### src/rtl/wb_arbiter.sv
// Writeback arbiter: two small in-order queues (ALU, LSU) tagged with a
// shared 3-bit sequence number, drained one entry per cycle in global
// acceptance order into a registered register-file write port.

// One source queue: DEPTH entries of {addr, data, seq}, count-based full/empty.
module wb_arbiter_fifo #(
    parameter int AW    = 5,
    parameter int DW    = 32,
    parameter int DEPTH = 2,
    parameter int PW    = (DEPTH > 1) ? $clog2(DEPTH) : 1,
    parameter int CW    = $clog2(DEPTH + 1)
) (
    input  logic          clk,
    input  logic          rst,
    input  logic          push_i,
    input  logic          pop_i,
    input  logic [AW-1:0] addr_i,
    input  logic [DW-1:0] data_i,
    input  logic [2:0]    seq_i,
    input  logic [AW-1:0] query_i,
    output logic [CW-1:0] cnt_o,
    output logic [AW-1:0] head_addr_o,
    output logic [DW-1:0] head_data_o,
    output logic [2:0]    head_seq_o,
    output logic          match_o
);
    logic [AW-1:0] addr_q [DEPTH];
    logic [DW-1:0] data_q [DEPTH];
    logic [2:0]    seq_q  [DEPTH];
    logic [PW-1:0] rd_q, rd_d, wr_q, wr_d;
    logic [CW-1:0] cnt_q, cnt_d;

    function automatic logic [PW-1:0] ptr_inc(input logic [PW-1:0] p);
        return (p == PW'(DEPTH - 1)) ? '0 : p + 1'b1;
    endfunction

    // Pointer and occupancy next-state; the top never pushes full or pops empty.
    always_comb begin
        rd_d  = pop_i  ? ptr_inc(rd_q) : rd_q;
        wr_d  = push_i ? ptr_inc(wr_q) : wr_q;
        cnt_d = cnt_q;
        if (push_i && !pop_i)      cnt_d = cnt_q + 1'b1;
        else if (!push_i && pop_i) cnt_d = cnt_q - 1'b1;
    end

    // Entry storage and pointers.
    always_ff @(posedge clk or negedge rst) begin
        if (!rst) begin
            rd_q  <= '0;
            wr_q  <= '0;
            cnt_q <= '0;
            for (int i = 0; i < DEPTH; i++) begin
                addr_q[i] <= '0;
                data_q[i] <= '0;
                seq_q[i]  <= '0;
            end
        end else begin
            rd_q  <= rd_d;
            wr_q  <= wr_d;
            cnt_q <= cnt_d;
            if (push_i) begin
                addr_q[wr_q] <= addr_i;
                data_q[wr_q] <= data_i;
                seq_q[wr_q]  <= seq_i;
            end
        end
    end

    assign cnt_o       = cnt_q;
    assign head_addr_o = addr_q[rd_q];
    assign head_data_o = data_q[rd_q];
    assign head_seq_o  = seq_q[rd_q];

    // An entry is live when its distance from the read pointer is below count.
    always_comb begin
        match_o = 1'b0;
        for (int i = 0; i < DEPTH; i++) begin
            if ((((i - int'(rd_q)) + DEPTH) % DEPTH) < int'(cnt_q) && addr_q[i] == query_i)
                match_o = 1'b1;
        end
    end
endmodule

module wb_arbiter #(
    parameter int REG_ADDR_LEN = 5,
    parameter int REG_LEN      = 32,
    parameter int DEPTH        = 2
) (
    input  logic                    clk,
    input  logic                    rst,
    input  logic                    rdy,
    input  logic                    alu_valid,
    input  logic [REG_ADDR_LEN-1:0] alu_addr,
    input  logic [REG_LEN-1:0]      alu_data,
    output logic                    alu_ready,
    input  logic                    lsu_valid,
    input  logic [REG_ADDR_LEN-1:0] lsu_addr,
    input  logic [REG_LEN-1:0]      lsu_data,
    output logic                    lsu_ready,
    output logic                    wr_en,
    output logic [REG_ADDR_LEN-1:0] wr_addr,
    output logic [REG_LEN-1:0]      wr_data,
    input  logic [REG_ADDR_LEN-1:0] query_addr,
    output logic                    query_busy
);
    localparam int CW = $clog2(DEPTH + 1);

    logic [CW-1:0]           alu_cnt, lsu_cnt;
    logic [REG_ADDR_LEN-1:0] alu_h_addr, lsu_h_addr;
    logic [REG_LEN-1:0]      alu_h_data, lsu_h_data;
    logic [2:0]              alu_h_seq, lsu_h_seq, seq_diff;
    logic                    alu_match, lsu_match;
    logic                    alu_push, lsu_push, alu_pop, lsu_pop, alu_older;
    logic [2:0]              seq_q, seq_d, alu_seq;
    logic                    wr_en_q, wr_en_d;
    logic [REG_ADDR_LEN-1:0] wr_addr_q, wr_addr_d;
    logic [REG_LEN-1:0]      wr_data_q, wr_data_d;

    // Acceptance uses registered counts only; x0 writes are accepted but dropped.
    assign alu_ready = rst & rdy & (alu_cnt < CW'(DEPTH));
    assign lsu_ready = rst & rdy & (lsu_cnt < CW'(DEPTH));
    assign alu_push  = alu_valid & alu_ready & (alu_addr != '0);
    assign lsu_push  = lsu_valid & lsu_ready & (lsu_addr != '0);

    // Same-cycle pushes: LSU takes the current tag, ALU the next one.
    assign alu_seq = lsu_push ? seq_q + 3'd1 : seq_q;
    assign seq_d   = seq_q + {2'b00, alu_push} + {2'b00, lsu_push};

    // With at most four entries in flight, the older head is within 1..3 tags.
    assign seq_diff  = lsu_h_seq - alu_h_seq;
    assign alu_older = (seq_diff != 3'd0) && (seq_diff <= 3'd3);
    assign alu_pop   = rdy & (alu_cnt != '0) & ((lsu_cnt == '0) | alu_older);
    assign lsu_pop   = rdy & (lsu_cnt != '0) & ~alu_pop;

    wb_arbiter_fifo #(.AW(REG_ADDR_LEN), .DW(REG_LEN), .DEPTH(DEPTH)) u_alu_q (
        .clk(clk), .rst(rst), .push_i(alu_push), .pop_i(alu_pop),
        .addr_i(alu_addr), .data_i(alu_data), .seq_i(alu_seq), .query_i(query_addr),
        .cnt_o(alu_cnt), .head_addr_o(alu_h_addr), .head_data_o(alu_h_data),
        .head_seq_o(alu_h_seq), .match_o(alu_match)
    );

    wb_arbiter_fifo #(.AW(REG_ADDR_LEN), .DW(REG_LEN), .DEPTH(DEPTH)) u_lsu_q (
        .clk(clk), .rst(rst), .push_i(lsu_push), .pop_i(lsu_pop),
        .addr_i(lsu_addr), .data_i(lsu_data), .seq_i(seq_q), .query_i(query_addr),
        .cnt_o(lsu_cnt), .head_addr_o(lsu_h_addr), .head_data_o(lsu_h_data),
        .head_seq_o(lsu_h_seq), .match_o(lsu_match)
    );

    // Write port next-state: everything holds while rdy is low.
    always_comb begin
        wr_en_d   = wr_en_q;
        wr_addr_d = wr_addr_q;
        wr_data_d = wr_data_q;
        if (rdy) begin
            wr_en_d = alu_pop | lsu_pop;
            if (alu_pop) begin
                wr_addr_d = alu_h_addr;
                wr_data_d = alu_h_data;
            end else if (lsu_pop) begin
                wr_addr_d = lsu_h_addr;
                wr_data_d = lsu_h_data;
            end
        end
    end

    // Sequence counter and registered write port.
    always_ff @(posedge clk or negedge rst) begin
        if (!rst) begin
            seq_q     <= '0;
            wr_en_q   <= 1'b0;
            wr_addr_q <= '0;
            wr_data_q <= '0;
        end else begin
            seq_q     <= seq_d;
            wr_en_q   <= wr_en_d;
            wr_addr_q <= wr_addr_d;
            wr_data_q <= wr_data_d;
        end
    end

    assign wr_en   = wr_en_q;
    assign wr_addr = wr_addr_q;
    assign wr_data = wr_data_q;

    assign query_busy = (query_addr != '0) &
                        (alu_match | lsu_match | (wr_en_q & (wr_addr_q == query_addr)));
endmodule

### config.mk
export PLATFORM = sky130hd
export DESIGN_NAME = wb_arbiter
export DESIGN_NICKNAME = d
export VERILOG_FILES = /design/src/rtl/wb_arbiter.sv
export SDC_FILE = /design/constraint.sdc
export NUM_CORES = 1
export LEC_CHECK = 0
export BUFFER_PORTS_ARGS = -buffer_cell sky130_fd_sc_hd__buf_2
export CORE_MARGIN = 1.5
export CORE_UTILIZATION = 58
export CTS_CLUSTER_DIAMETER = 150
export CTS_CLUSTER_SIZE = 24
export DETAILED_ROUTE_END_ITERATION = 12
export PLACE_DENSITY = 0.8
export RECOVER_POWER = 100
export SLEW_MARGIN = 20
export SYNTH_ARGS = -nofsm -noshare
export SYNTH_HDL_FRONTEND = slang
export SYNTH_SLANG_ARGS = --single-unit
export TNS_END_PERCENT = 50
### constraint.sdc
create_clock -name clk -period 4.65 [get_ports clk]
set_input_delay 0.93 -clock clk [delete_from_list [all_inputs] [get_ports clk]]
set_output_delay 0.93 -clock clk [all_outputs]
set_load 0.05 [all_outputs]
# Word level (Yosys, flattened, before mapping)
# Index checks and enable logic that the tools add are counted.
[op_classes]
n_addsub = 20
n_mul = 0
div = 0
order_cmp = 13
n_eq_ne = 5
shifts = 0
mux = 53
bitwise = 26
reduce_logical = 26
[ops]
columns = ["cell", "n"]
rows = [
  ["2-to-1 mux 32 bit", 10],
  ["adder 32 x 3 -> 32 bit (second input constant)", 4],
  ["bitwise mux 64 bit", 2],
  ["demux 32 bit (select 1 bit)", 2],
  ["2-to-1 mux 5 bit", 10],
  ["2-to-1 mux 3 bit", 9],
  ["equality test 5 bit", 5],
  ["bitwise mux 10 bit", 2],
  ["AND 1 bit", 17],
  ["nonzero test 5 bit", 3],
  ["bitwise mux 6 bit", 2],
  ["< comparator 2 x 3 -> 1 bit", 4],
  ["logical AND 1 bit", 11],
  ["demux 5 bit (select 1 bit)", 2],
  ["nonzero test 2 bit", 5],
  ["greater-or-equal comparator 2 bit (second input constant)", 4],
  ["2-to-1 mux 1 bit", 8],
  ["2-to-1 mux 2 bit", 4],
  ["NOT 1 -> 2 bit", 4],
  ["subtractor 1 x 1 -> 2 bit (first input constant)", 4],
  ["adder 3 x 1 -> 3 bit", 2],
  ["demux 3 bit (select 1 bit)", 2],
  ["adder 1 bit (second input constant)", 4],
  ["adder 2 x 1 -> 2 bit (second input constant)", 2],
  ["12 further kinds", 21],
]
[word_totals]
regBits = 209
latchBits = 0
ram_bits = 0
mem_bits_ro = 0
inputBits = 84
output_inout_bits = 41
wordCells = 165
mem_count = 0

# Logic depth before layout (Yosys ltp)
[depth]
ltp_word = 14
ltp_mapped = 15
ltp_nobuf = 12

# Hierarchy
# Synthesis repeated with hierarchy kept, for this count alone.
[unflattened]
cells_unflattened = 702
area_unflattened_um2 = 9666.8
[by_module_without_submodules]
columns = ["mod", "n_inst", "cells_per_inst", "area_per_inst_um2", "seq_area_each_um2"]
rows = [
  ["wb_arbiter_fifo (u_lsu_q)", 1, 244, 3733.6, 2102.0],
  ["wb_arbiter_fifo (u_alu_q)", 1, 244, 3722.3, 2102.0],
  ["wb_arbiter", 1, 214, 2210.9, 1026.0],
]

# Worst setup path before layout
# Ideal clock, no wire load.
[synth_timing]
path_type = "input-to-output"
start = "in query_addr[1]"
end = "out query_busy"
arrival_ns = 2.479
required_ns = 3.720
path_slack_ns = 1.241
path_stages = 5
path_buffers = 1
cell_sequence = "clkbuf_1 -> xor2_1 -> nor4_1 -> a31oi_1 -> a21oi_1"
[synth_between]
elab_chain_len = 7
elab_cells_between_ends = 18
classes_between = "eq/ne (5); mux (4); bitwise (4); reduce/logical (5)"
[synth_lines]
columns = ["element", "line_no", "rtl"]
rows = [
  ["start: declaration", "103", "input logic [REG_ADDR_LEN-1:0] query_addr,"],
  ["equality test 5 bit", "78", "if ((((i - int'(rd_q)) + DEPTH) % DEPTH) < int'(cnt_q) && addr_q[i] == query_i)"],
  ["logical AND 1 bit", "78", ""],
  ["2-to-1 mux 1 bit (2 in a row)", "78", ""],
  ["OR 1 bit (2 in a row)", "186", "(alu_match | lsu_match | (wr_en_q & (wr_addr_q == query_addr)));"],
  ["AND 1 bit *", "185", "assign query_busy = (query_addr != '0) &"],
  ["end: declaration", "104", "output logic query_busy"],
]
# Mark *: on every way between the ends. The rest lies on a longest branch, timed or not.

# Worst setup path in the final report
[layout_timing]
start = "reg u_alu_q.rd_q"
end = "out query_busy"
[layout_between]
elab_chain_len = 10
elab_cells_between_ends = 15
classes_between = "add/sub (4); order compare (2); mux (2); bitwise (5); reduce/logical (2)"
[layout_lines]
columns = ["element", "line_no", "rtl"]
rows = [
  ["start: declaration", "30", "logic [PW-1:0] rd_q, rd_d, wr_q, wr_d;"],
  ["start signal: assignment", "58", "rd_q <= rd_d;"],
  ["subtractor 1 x 1 -> 2 bit", "78", ""],
  ["adder 32 x 3 -> 32 bit", "78", ""],
  ["AND 1 bit (no line)", "n/a", ""],
  ["< comparator 2 x 3 -> 1 bit", "78", ""],
  ["logical AND 1 bit", "78", ""],
  ["2-to-1 mux 1 bit", "78", ""],
  ["2-to-1 mux 1 bit *", "78", ""],
  ["OR 1 bit * (2 in a row)", "186", ""],
  ["AND 1 bit *", "185", ""],
]
# Marks and branches as above.

==> metrics <==
Post-Synth Adder-Cell Area=0.01193; Placement Cell Area=0.01048 mm2; commonest non-fill, non-tap cell in the layout=dfrtp_1; Total Wirelength=21.19 mm; IO Pins=125; CTS resizes=0; Max Transition Viols Final=157; min setup slack post-route=0.7222 ns; Clock Tree Buf Depth=3; largest net degree at the start of global routing=157; VDD IR max=442.5 uV; # placed instances=1021; Port Buffers=124; setup bufs post-CTS=0; first-pass GRT wire length=34.92 mm; fin cells=1038; asr flop ratio synth=1.000; Least-Margin Pin Slew=2.055 ns; Synth top area share=0.5419; number of distinct library cells after synthesis=35; Worst Path Arrival=3.00 ns; Die ar.=0.01742 mm2; Final Wtd Congestion=0.8617; Worst Hold Class=input pin to asynchronous set/reset pin; DR DRC count=0; share of cells above drive strength 1=0.3248; critical register-to-register path startpoint=u_alu_q.rd_q$_DFFE_PN0N_; Antenna Cells=0; initial antenna violation count=0; clock sinks=209; simple-gate share of the synthesized area=0.03228; Slew HR=-0.3697; Filler Cells Inserted=1215; vias=6283; Area Overhead vs Synth=10.59%; CTS buffer count=12; Global Route Usage Sum=0.2477; synth top area cells=dfrtp_1 (54%), mux2_2 (18%), mux2i_1 (8.1%); gr ovfl total=0; Worst-Skew Late Latency=0.46 ns; R2R Setup Slk=0.79 ns; failing checks=capacitance limit, slew limit; row count=46; Starting Density=0.6011; commonest non-fill, non-tap cells in the layout=dfrtp_1 (208), mux2_2 (153), buf_2 (81), mux2i_1 (78), clkbuf_1 (52); XOR/XNOR Fraction of Synth Area=0.03591; antenna-violating nets left=0; clock-pin slew on the worst setup and hold paths=0.10 ns; number of hold buffers added after CTS=0; Final Cell Area=0.01067 mm2; CTS Root Buffer Type=clkbuf_16; Mapped Cells=715; final setup violation count=0; Reg-to-Reg End=wr_data[27]$_DFFE_PN0P_; peak fanout along the critical path=29; TritonCTS clock tree=done; Final period util=0.8447; Mapped Nets=807; Via density=6.053; RSZ-0062 raised after global routing=no; core area=0.01606 mm2; drt pass-1 iters=4; mapped cell area=0.009652 mm2; Max Clock Freq=254.6 MHz; static leakage power=4.768 nW; syn_area_per_cell=13.50 um2; setup slack at placement=1.189 ns; Synth Area in Compound Gates=0.08271; Yosys Warn Count=0; Die X=132 um; CTS H-tree depth=1; Die H=132 um; Yosys reg bits=209; drt wl/cell=20.42 um; skew final=0.01436 ns; PD cells=777.5 mW/mm2; minimum clock period=3.928 ns; DRT iter0 DRCs=423; hpwl dp=14.39 mm; Reg2Reg Depth=9; number of flops mapped to enable cells by yosys=0; Crit. End Element=output port; mux cell area share after synthesis=0.2652; leading area contributor after synthesis=dfrtp_1; Layout Nets=912; status=finished, violations left; vias in the first global route=6760; Main synth FF type=dfrtp_1; setup_tns=0 ns; Setup crit start kind=flip-flop; WP data required=3.72 ns; register area share after synthesis=0.5419; MaxCap Viol Count=1; main combinational cell family by area after synthesis=multiplexers; Finished Core Util=0.6647; kind of critical path=flip-flop to output port; Fin. Hold Viols=0
## logic make-up (layout without fill, tap and decap cells)
kind of cell	after synthesis	count (layout)
compound gates	94	94
flops	209	209
fa+ha+maj	8	8
buf+inv	59	166
simple gates	71	71
xor+xnor	38	38
mux	236	236
## critical path: stages, from the launching register on
cell     delay (ns)
dfrtp_1        0.96
buf_4          0.63
a21oi_1        0.17
nor3_1         0.27
nor3_1         0.09
a21oi_1        0.12
buf_2          0.27
## layer usage
metal | up-vias | share of wire | GRT usage
met3 | 36 | 0.048 | 0.03729
li1 | 2823 | - | -
met4 | 0 | 0.017 | 0.06235
met1 | 3238 | 0.43 | 0.3260
met2 | 186 | 0.50 | 0.4325
met5 | - | 0 | 0
## registers in the layout, summed over array words and instances, names as in the netlist
register,cells
u_alu_q.data_q,64
u_lsu_q.data_q,64
wr_data,32
u_alu_q.addr_q,10
u_lsu_q.addr_q,10
u_alu_q.seq_q,6
u_lsu_q.seq_q,6
wr_addr,5
seq_q,3
u_alu_q.cnt_o,2
u_lsu_q.cnt_o,2
u_alu_q.rd_q,1
u_alu_q.wr_q,1
u_lsu_q.rd_q,1
u_lsu_q.wr_q,1
wr_en,1
## per-stage QoR
stage / hold WS [ns] / total power [W]
2_1_floorplan: 0.4496 / 0.006379
3_3_place_gp: 0.4671 / 0.007165
3_5_place_dp: 0.4726 / 0.007390
4_1_cts: 0.4283 / 0.008469
5_1_grt: 0.4368 / 0.008795
6_report: 0.4044 / 0.008299
## cell usage after synthesis, types with 7 or more instances
library cell and count:
xor2_1 14, inv_1 7, a221oi_1 26, a221oi_2 10, dfrtp_1 209, a211oi_1 36
xnor2_1 23, mux2_2 155, mux2i_1 78, a21oi_1 10, clkbuf_1 22, buf_4 10
nor2_1 48, buf_2 13
## worst max path at each step
stage / from / end / slack [ns] / depth (start not counted)
global route: lsu_addr[0] / u_lsu_q.data_q[19]$_DFFE_PN0P_ / 0.56 / 7
floorplan: query_addr[1] / query_busy / 1.24 / 5
global placement: lsu_addr[0] / u_lsu_q.addr_q[2]$_DFFE_PN0P_ / 1.27 / 7
detailed placement: lsu_addr[0] / u_lsu_q.addr_q[0]$_DFFE_PN0P_ / 1.19 / 7
CTS: u_alu_q.rd_q$_DFFE_PN0N_ / query_busy / 1.05 / 6
finish: u_alu_q.rd_q$_DFFE_PN0N_ / query_busy / 0.72 / 6
## power by group
part / switching (W) / leakage, nW / internal (W)
Sequential: 0.000653 / 2.52 / 0.00275
Clock: 0.000564 / 0.167 / 0.000511
Combinational: 0.00223 / 2.08 / 0.00159
## layout make-up
class                           count  area [um2]  area share
Clock inverter                      1       8.758   0.0008205
Clock buffer                       15       332.8     0.03118
Sequential cell                   209        5231      0.4901
Multi-Input combinational cell    447        4105      0.3846
Inverter                            9       33.78    0.003165
Timing Repair Buffer              141       691.9     0.06482
Tap cell                          216       270.3     0.02532
Power figures use the tool's default switching activity.
